### config.mk
export PLATFORM = sky130hd
export DESIGN_NAME = cluster_icache_flush_sequencer
export DESIGN_NICKNAME = d
export VERILOG_FILES = /design/src/rtl/snitch_icache_pkg.sv /design/src/rtl/cluster_icache_flush_sequencer.sv
export SDC_FILE = /design/constraint.sdc
export NUM_CORES = 1
export LEC_CHECK = 0
export CORE_AREA = 2 2 54 56
export DETAILED_ROUTE_END_ITERATION = 10
export DIE_AREA = 0 0 56 58
export PLACE_DENSITY_LB_ADDON = 0.1
export SYNTH_ARGS = -nofsm -noshare
export SYNTH_HDL_FRONTEND = slang
export SYNTH_SLANG_ARGS = --single-unit
export TNS_END_PERCENT = 10
### constraint.sdc
create_clock -name clk_i -period 4.9 [get_ports clk_i]
set_input_delay 0.735 -clock clk_i [delete_from_list [all_inputs] [get_ports clk_i]]
set_output_delay 0.735 -clock clk_i [all_outputs]
set_load 0.03 [all_outputs]
### src/rtl/snitch_icache_pkg.sv
// snitch_icache_pkg: shared types for the cluster icache, including the flush sequencer FSM states
package snitch_icache_pkg;
    typedef enum logic [1:0] {
        IDLE,
        L0,
        L1,
        DONE
    } flush_seq_state_e;
endpackage

### src/rtl/cluster_icache_flush_sequencer.sv
// cluster_icache_flush_sequencer: captures per-port flush requests, flushes the requested L0s, optionally L1, then acks them together
//   clk_i, rst_i      clock, synchronous active-high reset
//   flush_valid_i     per-port flush request (held until flush_ready_o), flush_l1_i sampled with it
//   flush_ready_o     one-cycle ack to every captured requester
//   l0_flush_*        flush handshake towards each L0, l1_flush_* towards L1
//   busy_o            sequence in flight, flush_count_o completed sequences (wrapping)
module cluster_icache_flush_sequencer
    import snitch_icache_pkg::*;
#(
    parameter int unsigned NR_FETCH_PORTS = 4,
    parameter int unsigned CNT_WIDTH      = 16
) (
    input  logic                      clk_i,
    input  logic                      rst_i,
    input  logic [NR_FETCH_PORTS-1:0] flush_valid_i,
    input  logic                      flush_l1_i,
    output logic [NR_FETCH_PORTS-1:0] flush_ready_o,
    output logic [NR_FETCH_PORTS-1:0] l0_flush_valid_o,
    input  logic [NR_FETCH_PORTS-1:0] l0_flush_ready_i,
    output logic                      l1_flush_valid_o,
    input  logic                      l1_flush_ready_i,
    output logic                      busy_o,
    output logic [CNT_WIDTH-1:0]      flush_count_o
);
    flush_seq_state_e          state_q, state_d;
    logic [NR_FETCH_PORTS-1:0] pend_q, pend_d, ack_q, ack_d;
    logic                      l1_q, l1_d;
    logic [CNT_WIDTH-1:0]      count_q, count_d;

    always_ff @(posedge clk_i) begin
        if (rst_i) begin
            state_q <= IDLE;
            pend_q  <= '0;
            ack_q   <= '0;
            l1_q    <= 1'b0;
            count_q <= '0;
        end else begin
            state_q <= state_d;
            pend_q  <= pend_d;
            ack_q   <= ack_d;
            l1_q    <= l1_d;
            count_q <= count_d;
        end
    end

    always_comb begin
        state_d = state_q;
        pend_d  = pend_q;
        ack_d   = ack_q;
        l1_d    = l1_q;
        count_d = count_q;
        case (state_q)
            IDLE: if (|flush_valid_i) begin
                pend_d  = flush_valid_i;
                ack_d   = flush_valid_i;
                l1_d    = flush_l1_i;
                state_d = L0;
            end
            L0: begin
                // readies on ports outside pend_q are masked out by the AND
                pend_d  = pend_q & ~l0_flush_ready_i;
                state_d = (pend_d == '0) ? (l1_q ? L1 : DONE) : L0;
            end
            L1: state_d = l1_flush_ready_i ? DONE : L1;
            DONE: begin
                count_d = count_q + CNT_WIDTH'(1);
                state_d = IDLE;
            end
            default: state_d = IDLE;
        endcase
    end

    // outputs decode only registered state, so no input reaches an output combinationally
    assign l0_flush_valid_o = (state_q == L0) ? pend_q : '0;
    assign l1_flush_valid_o = (state_q == L1);
    assign flush_ready_o    = (state_q == DONE) ? ack_q : '0;
    assign busy_o           = (state_q != IDLE);
    assign flush_count_o    = count_q;
endmodule

==> flow_summary.toml, run 1 <==
[synth]
synthCells = 148
yosys_warnings = 0
synthDistinctLibCells = 31
synth_seq_cells = 27
synth-edff-count = 0
async_flop_share = 0
yosys_most_used_dff = "dfxtp_1"
synthesis.nets = 161
ys_seq_area_frac = 0.4408
syn_avg_cell_area_um2 = 8.285
synth_area_um2 = 1226

[critical_path]
crit_path_end_kind = "primary output"
cp_cell_sequence = "nor2b_1 -> and2_1 -> clkdlybuf4s50_1"
critPathKind = "flip-flop to primary output"
worstSetupStartpointType = "flip-flop"
cp_slowest_cell = "clkdlybuf4s50_1"
timing.rr.start = "state_q[0]"
cp_max_fo = 18
critPathMaxStageDelay_ns = 0.68
crit_family = "buffers and inverters"
worstPathRequired_ns = 4.16
crit_arrival_ns = 2.18
crit_path_start = "state_q[0]"
path_buf_inv = 1

[timing]
finalSetupTns_ns = 0
hold_viol = 0
slew_headroom = 0.3803
min_period_ns = 2.915
worst_slew_pin_slew_ns = 0.9267
setup_viol = 0
maxSlewViolCount = 0
fin_crit_sh = 0.5950
skew_ns = 0.009120
rsz0062_at_grt = "false"
max_freq_mhz = 343.0

[grt]
met3_usage = 0.02232
grt_overflow = 0
grt_usage = 0.1773
grt_max_degree = 28
grt.busiest_layer = "met2"
antenna_found_initial = 0
grt_pass1_vias = 1087
use_met2 = 0.3176
met1_usage = 0.2140
grt_pass1_wl_um = 4588

[placement]
dp.cells = 211
io_buffers = 37
globalplace.congestion = 0.7519
dpl.hpwl_um = 1995

[finish]
num-nets-final = 198
synthToLayoutAreaGrowth_pct = 34.29
final_common_cell = "clkdlybuf4s50_1"
drive_gt1_frac = 0.04891
num_antenna_cells = 0
layout.cells.non_filler = 215
final_cell_mix = "clkdlybuf4s50_1, dfxtp_1, nand2_1"

[clock_network]
clock_latency_ns = 0.33
cts.reportedPaths.clkPinSlew_ns = 0.16
cts_tree = "yes"
cts.sink_count = 27
cts_buffer_depth = 2
cts-root-buf = "clkbuf_4"
cts_buffers = 3
cts-hold-fix-buffers = 0
cts-resized-gates = 0
h-tree-depth = 1
cts_setup_buffers = 0

[power]
seqPwrFrac = 0.563
switching_share = 0.3131
peakVddDrop_mv = 0.1893
leakagePower_nw = 0.5896
clkPwrFrac = 0.228
power_mw = 0.4471
p_switching_mw = 0.1400
p_int_mw = 0.3071
p_comb_frac = 0.209
power_density_nw_per_um2 = 271.5

[min_path]
hp-start = "ack_q[0]"
hold_path.class = "flip-flop to flip-flop"

[route]
num_vias = 1149
final_antenna_net_count = 0
wl_per_cell_um = 12.59
drtIter0Drc = 20
drc = 0
vias_per_cell = 5.344
routed_wl_um = 2706
first_pass_iters = 6

[floorplanning]
design.core.area_um2 = 2663
die_h_um = 58
die_w_um = 56
die_area_um2 = 3248
rows = 19
initial_core_util = 0.4605
num_io_pins = 38

[flow_run]
maxCapViolations = 0

[outcome]
status = "completed"
[cells in the mapped netlist, drive strengths merged, types with 4 or more instances]
cell / n / area (µm²)
nor2b: 8 / 50.05
a21oi: 14 / 70.07
xnor2: 5 / 43.79
nand3: 4 / 25.02
inv: 5 / 18.77
dfxtp: 27 / 540.5
xor2: 6 / 52.55
nand4: 5 / 37.53
o21ai: 7 / 35.03
nand2: 19 / 71.32
and3: 5 / 31.28
nor2: 14 / 52.55
or3: 4 / 25.02
and2: 4 / 25.02
[cell families (layout without fill, tap and decap cells)]
logic type | Yosys count | after routing | synth area share
simple gates | 72 | 72 | 0.3112
compound gates | 26 | 26 | 0.1204
buf+inv | 10 | 46 | 0.03062
fa+ha+maj | 1 | 1 | 0.01020
flops | 27 | 27 | 0.4408
mux | 1 | 1 | 0.008164
xor+xnor | 11 | 11 | 0.07857
[path summary, 6_finish.rpt]
path                          to  cells after the start  slack, ns
max          l0_flush_valid_o[2]                      3       1.98
min reg2reg             ack_q[0]                      2       0.46
min                     ack_q[0]                      2       0.46
max reg2reg    flush_count_o[15]                      4       2.87
[power by group through the flow]
stage	Sequential (mW)	Clock, mW	Combinational [mW]
2_1_floorplan	0.249	0	0.0641
3_3_place_gp	0.256	0	0.0920
3_5_place_dp	0.257	0	0.0933
4_1_cts	0.252	0.105	0.0940
5_1_grt	0.256	0.114	0.102
6_report	0.252	0.102	0.0933
[per-layer routing]
metal | vias to the layer above | wire (µm)
li1 | 578 | -
met1 | 540 | 1259
met2 | 26 | 1315
met3 | 5 | 89
met4 | 0 | 41
met5 | - | 0
[flip-flops by register name, indices dropped and copies added, names as in the netlist, named ones only]
| register | count |
|---|---|
| flush_count_o | 16 |
| ack_q | 4 |
| pend_q | 4 |
| state_q | 1 |
| l1_q | 1 |
[metrics by stage]
| step | cell area (µm²) | util | hold slack (ns) | setup WS [ns] |
|---|---|---|---|---|
| after detailed placement | 1617 | 0.6071 | 0.4444 | 2.368 |
| final | 1647 | 0.6184 | 0.4631 | 1.985 |
| after global placement | 1617 | 0.6071 | 0.4394 | 2.439 |
| after global routing | 1647 | 0.6184 | 0.4963 | 1.784 |
| after floorplan | 1226 | - | 0.4321 | 2.997 |
| after CTS | 1647 | 0.6184 | 0.4648 | 1.953 |
[worst register-to-register path, cell delays in order, from the launching register on]
cell and delay, ns:
dfxtp_1 0.65, nand3_2 0.21, or4_4 0.59, or3_1 0.36, a21oi_1 0.14
[layout make-up]
type | count | area, µm²
fill | 255 | 1016
multi-input combinational | 111 | 648.1
sequential | 27 | 540.5
timing repair buffer | 37 | 370.4
tap | 31 | 38.79
clock buffer | 3 | 22.52
inverter | 5 | 18.77
clock inverter | 1 | 7.507
No activity file was read; power rests on OpenSTA's default activity.
==> run 2: changes to the inputs <==
Settings changed: CORE_AREA 2 2 54 56 to 2 2 58 60, DIE_AREA 0 0 56 58 to 0 0 60 62.
Clock period 4.9 ns to 2.35 ns, I/O delays scaled along.
==> run 2 against run 1 <==
Compared with the run above:
- via count unchanged
- die area increased by 15%
- largest cell class unchanged
- clock skew decreased by 0.0045 ns
- highest routed layer unchanged
==> flow_summary.toml, run 2 (synthesis results as in run 1) <==
[timing]
maxSlewViolCount = 0
min_period_ns = 2.167
hold_viol = 0
fin_crit_sh = 0.9222
holdWs_ns = 0.4697
worst_slew_pin_slew_ns = 0.5884
setup_viol = 0
worst_slack_ns = 0.1828
skew_ns = 0.004589
rsz0062_at_grt = "false"
finalSetupTns_ns = 0
slew_headroom = 0.5976
max_freq_mhz = 461.4

[grt]
grt_pass1_wl_um = 4519
antenna_found_initial = 0
grt_overflow = 0
grt_pass1_vias = 1062
grt_usage = 0.1608
grt_max_degree = 17

[critical_path]
reg2reg_depth = 5
cp_max_fo = 9
cp_slowest_cell = "clkdlybuf4s50_1"
crit_family = "buffers and inverters"
path_buf_inv = 1
critPathKind = "flip-flop to primary output"
worstSetupStartpointType = "flip-flop"
crit_arrival_ns = 1.81
cp_cell_sequence = "nor2b_2 -> and2_1 -> clkdlybuf4s50_1"
crit_path_end_kind = "primary output"
critPathMaxStageDelay_ns = 0.67
worstPathRequired_ns = 2.00
cp.depth = 3

[finish]
num-nets-final = 200
num_antenna_cells = 0
drive_gt1_frac = 0.07527
finish.utilization = 0.5301
layout.cells.non_filler = 232
final_cell_mix = "clkdlybuf4s50_1, dfxtp_1, nand2_1"
final_common_cell = "clkdlybuf4s50_1"
synthToLayoutAreaGrowth_pct = 37.45
largest_reg_flops = 16
final_cell_area_um2 = 1685

[route]
final_antenna_net_count = 0
num_vias = 1149
vias_per_cell = 4.953
wl_met3_um = 112
first_pass_iters = 4
drc = 0
routed_wl_um = 2759
top_layer_used = "met4"
wl_met2_um = 1291
drt-met1-wl_um = 1332
wl_per_cell_um = 11.89
drtIter0Drc = 27

[min_path]
worstHoldPathCells = 2
hold_path.class = "flip-flop to flip-flop"

[clock_network]
clock_latency_ns = 0.32
h-tree-depth = 1
cts_buffers = 3
cts_buffer_depth = 2
cts.reportedPaths.clkPinSlew_ns = 0.15
cts-root-buf = "clkbuf_4"
cts.sink_count = 27
cts_tree = "yes"

[power]
power_density_nw_per_um2 = 554.8
leakagePower_nw = 0.6224
power_mw = 0.9350
peakVddDrop_mv = 0.3010

[floorplanning]
die_area_um2 = 3720
initial_core_util = 0.3857
die_h_um = 62
die_w_um = 60
num_io_pins = 38
design.core.area_um2 = 3179
rows = 21

[flow_run]
maxCapViolations = 0

[outcome]
status = "completed"

[placement]
globalplace.congestion = 0.7901
dpl.hpwl_um = 2055
dp.cells = 228
place_area_um2 = 1650
io_buffers = 37
post-place-ws_ns = 0.3828
[run 2: worst paths after layout]
check / to / from / slack, ns
min: ack_q[0] / ack_q[0] / 0.47
min reg2reg: ack_q[0] / ack_q[0] / 0.47
max: l0_flush_valid_o[2] / state_q[0] / 0.18
max reg2reg: flush_count_o[15] / state_q[0] / 0.48
[run 2: final cells by class]
type	count	area (µm²)
fillers	311	1494
multi-input cells	111	650.6
flip-flops and latches	27	543.0
repair buffers	39	387.9
well taps	46	57.56
clock buffers	3	22.52
inverters	5	18.77
clock inverters	1	5.005
[run 2: repair_timing]
item | in CTS | in global routing
endpoints found under the setup margin | 1 | 5
hold endpoints to repair | 0 | 0
resized for setup | 1 | 3
hold buffers | 0 | 0
buffers inserted | 0 | 0
[run 2: worst min-delay path, cell delays in order (launching register included)]
cell and delay [ns]:
dfxtp_1 0.34, nand2_1 0.05, a21oi_1 0.05
[run 2: report_power, final]
part           switching [mW]  total, mW  internal (mW)
Combinational           0.118      0.212         0.0936
Clock                   0.139      0.203         0.0638
Sequential             0.0312      0.520          0.489
Total                   0.288      0.935          0.647
[run 2: routing by layer]
metal,track usage,vias to the layer above
met5,0,-
met3,0.02692,2
li1,-,583
met1,0.1965,537
met4,0.06667,0
met2,0.2811,27
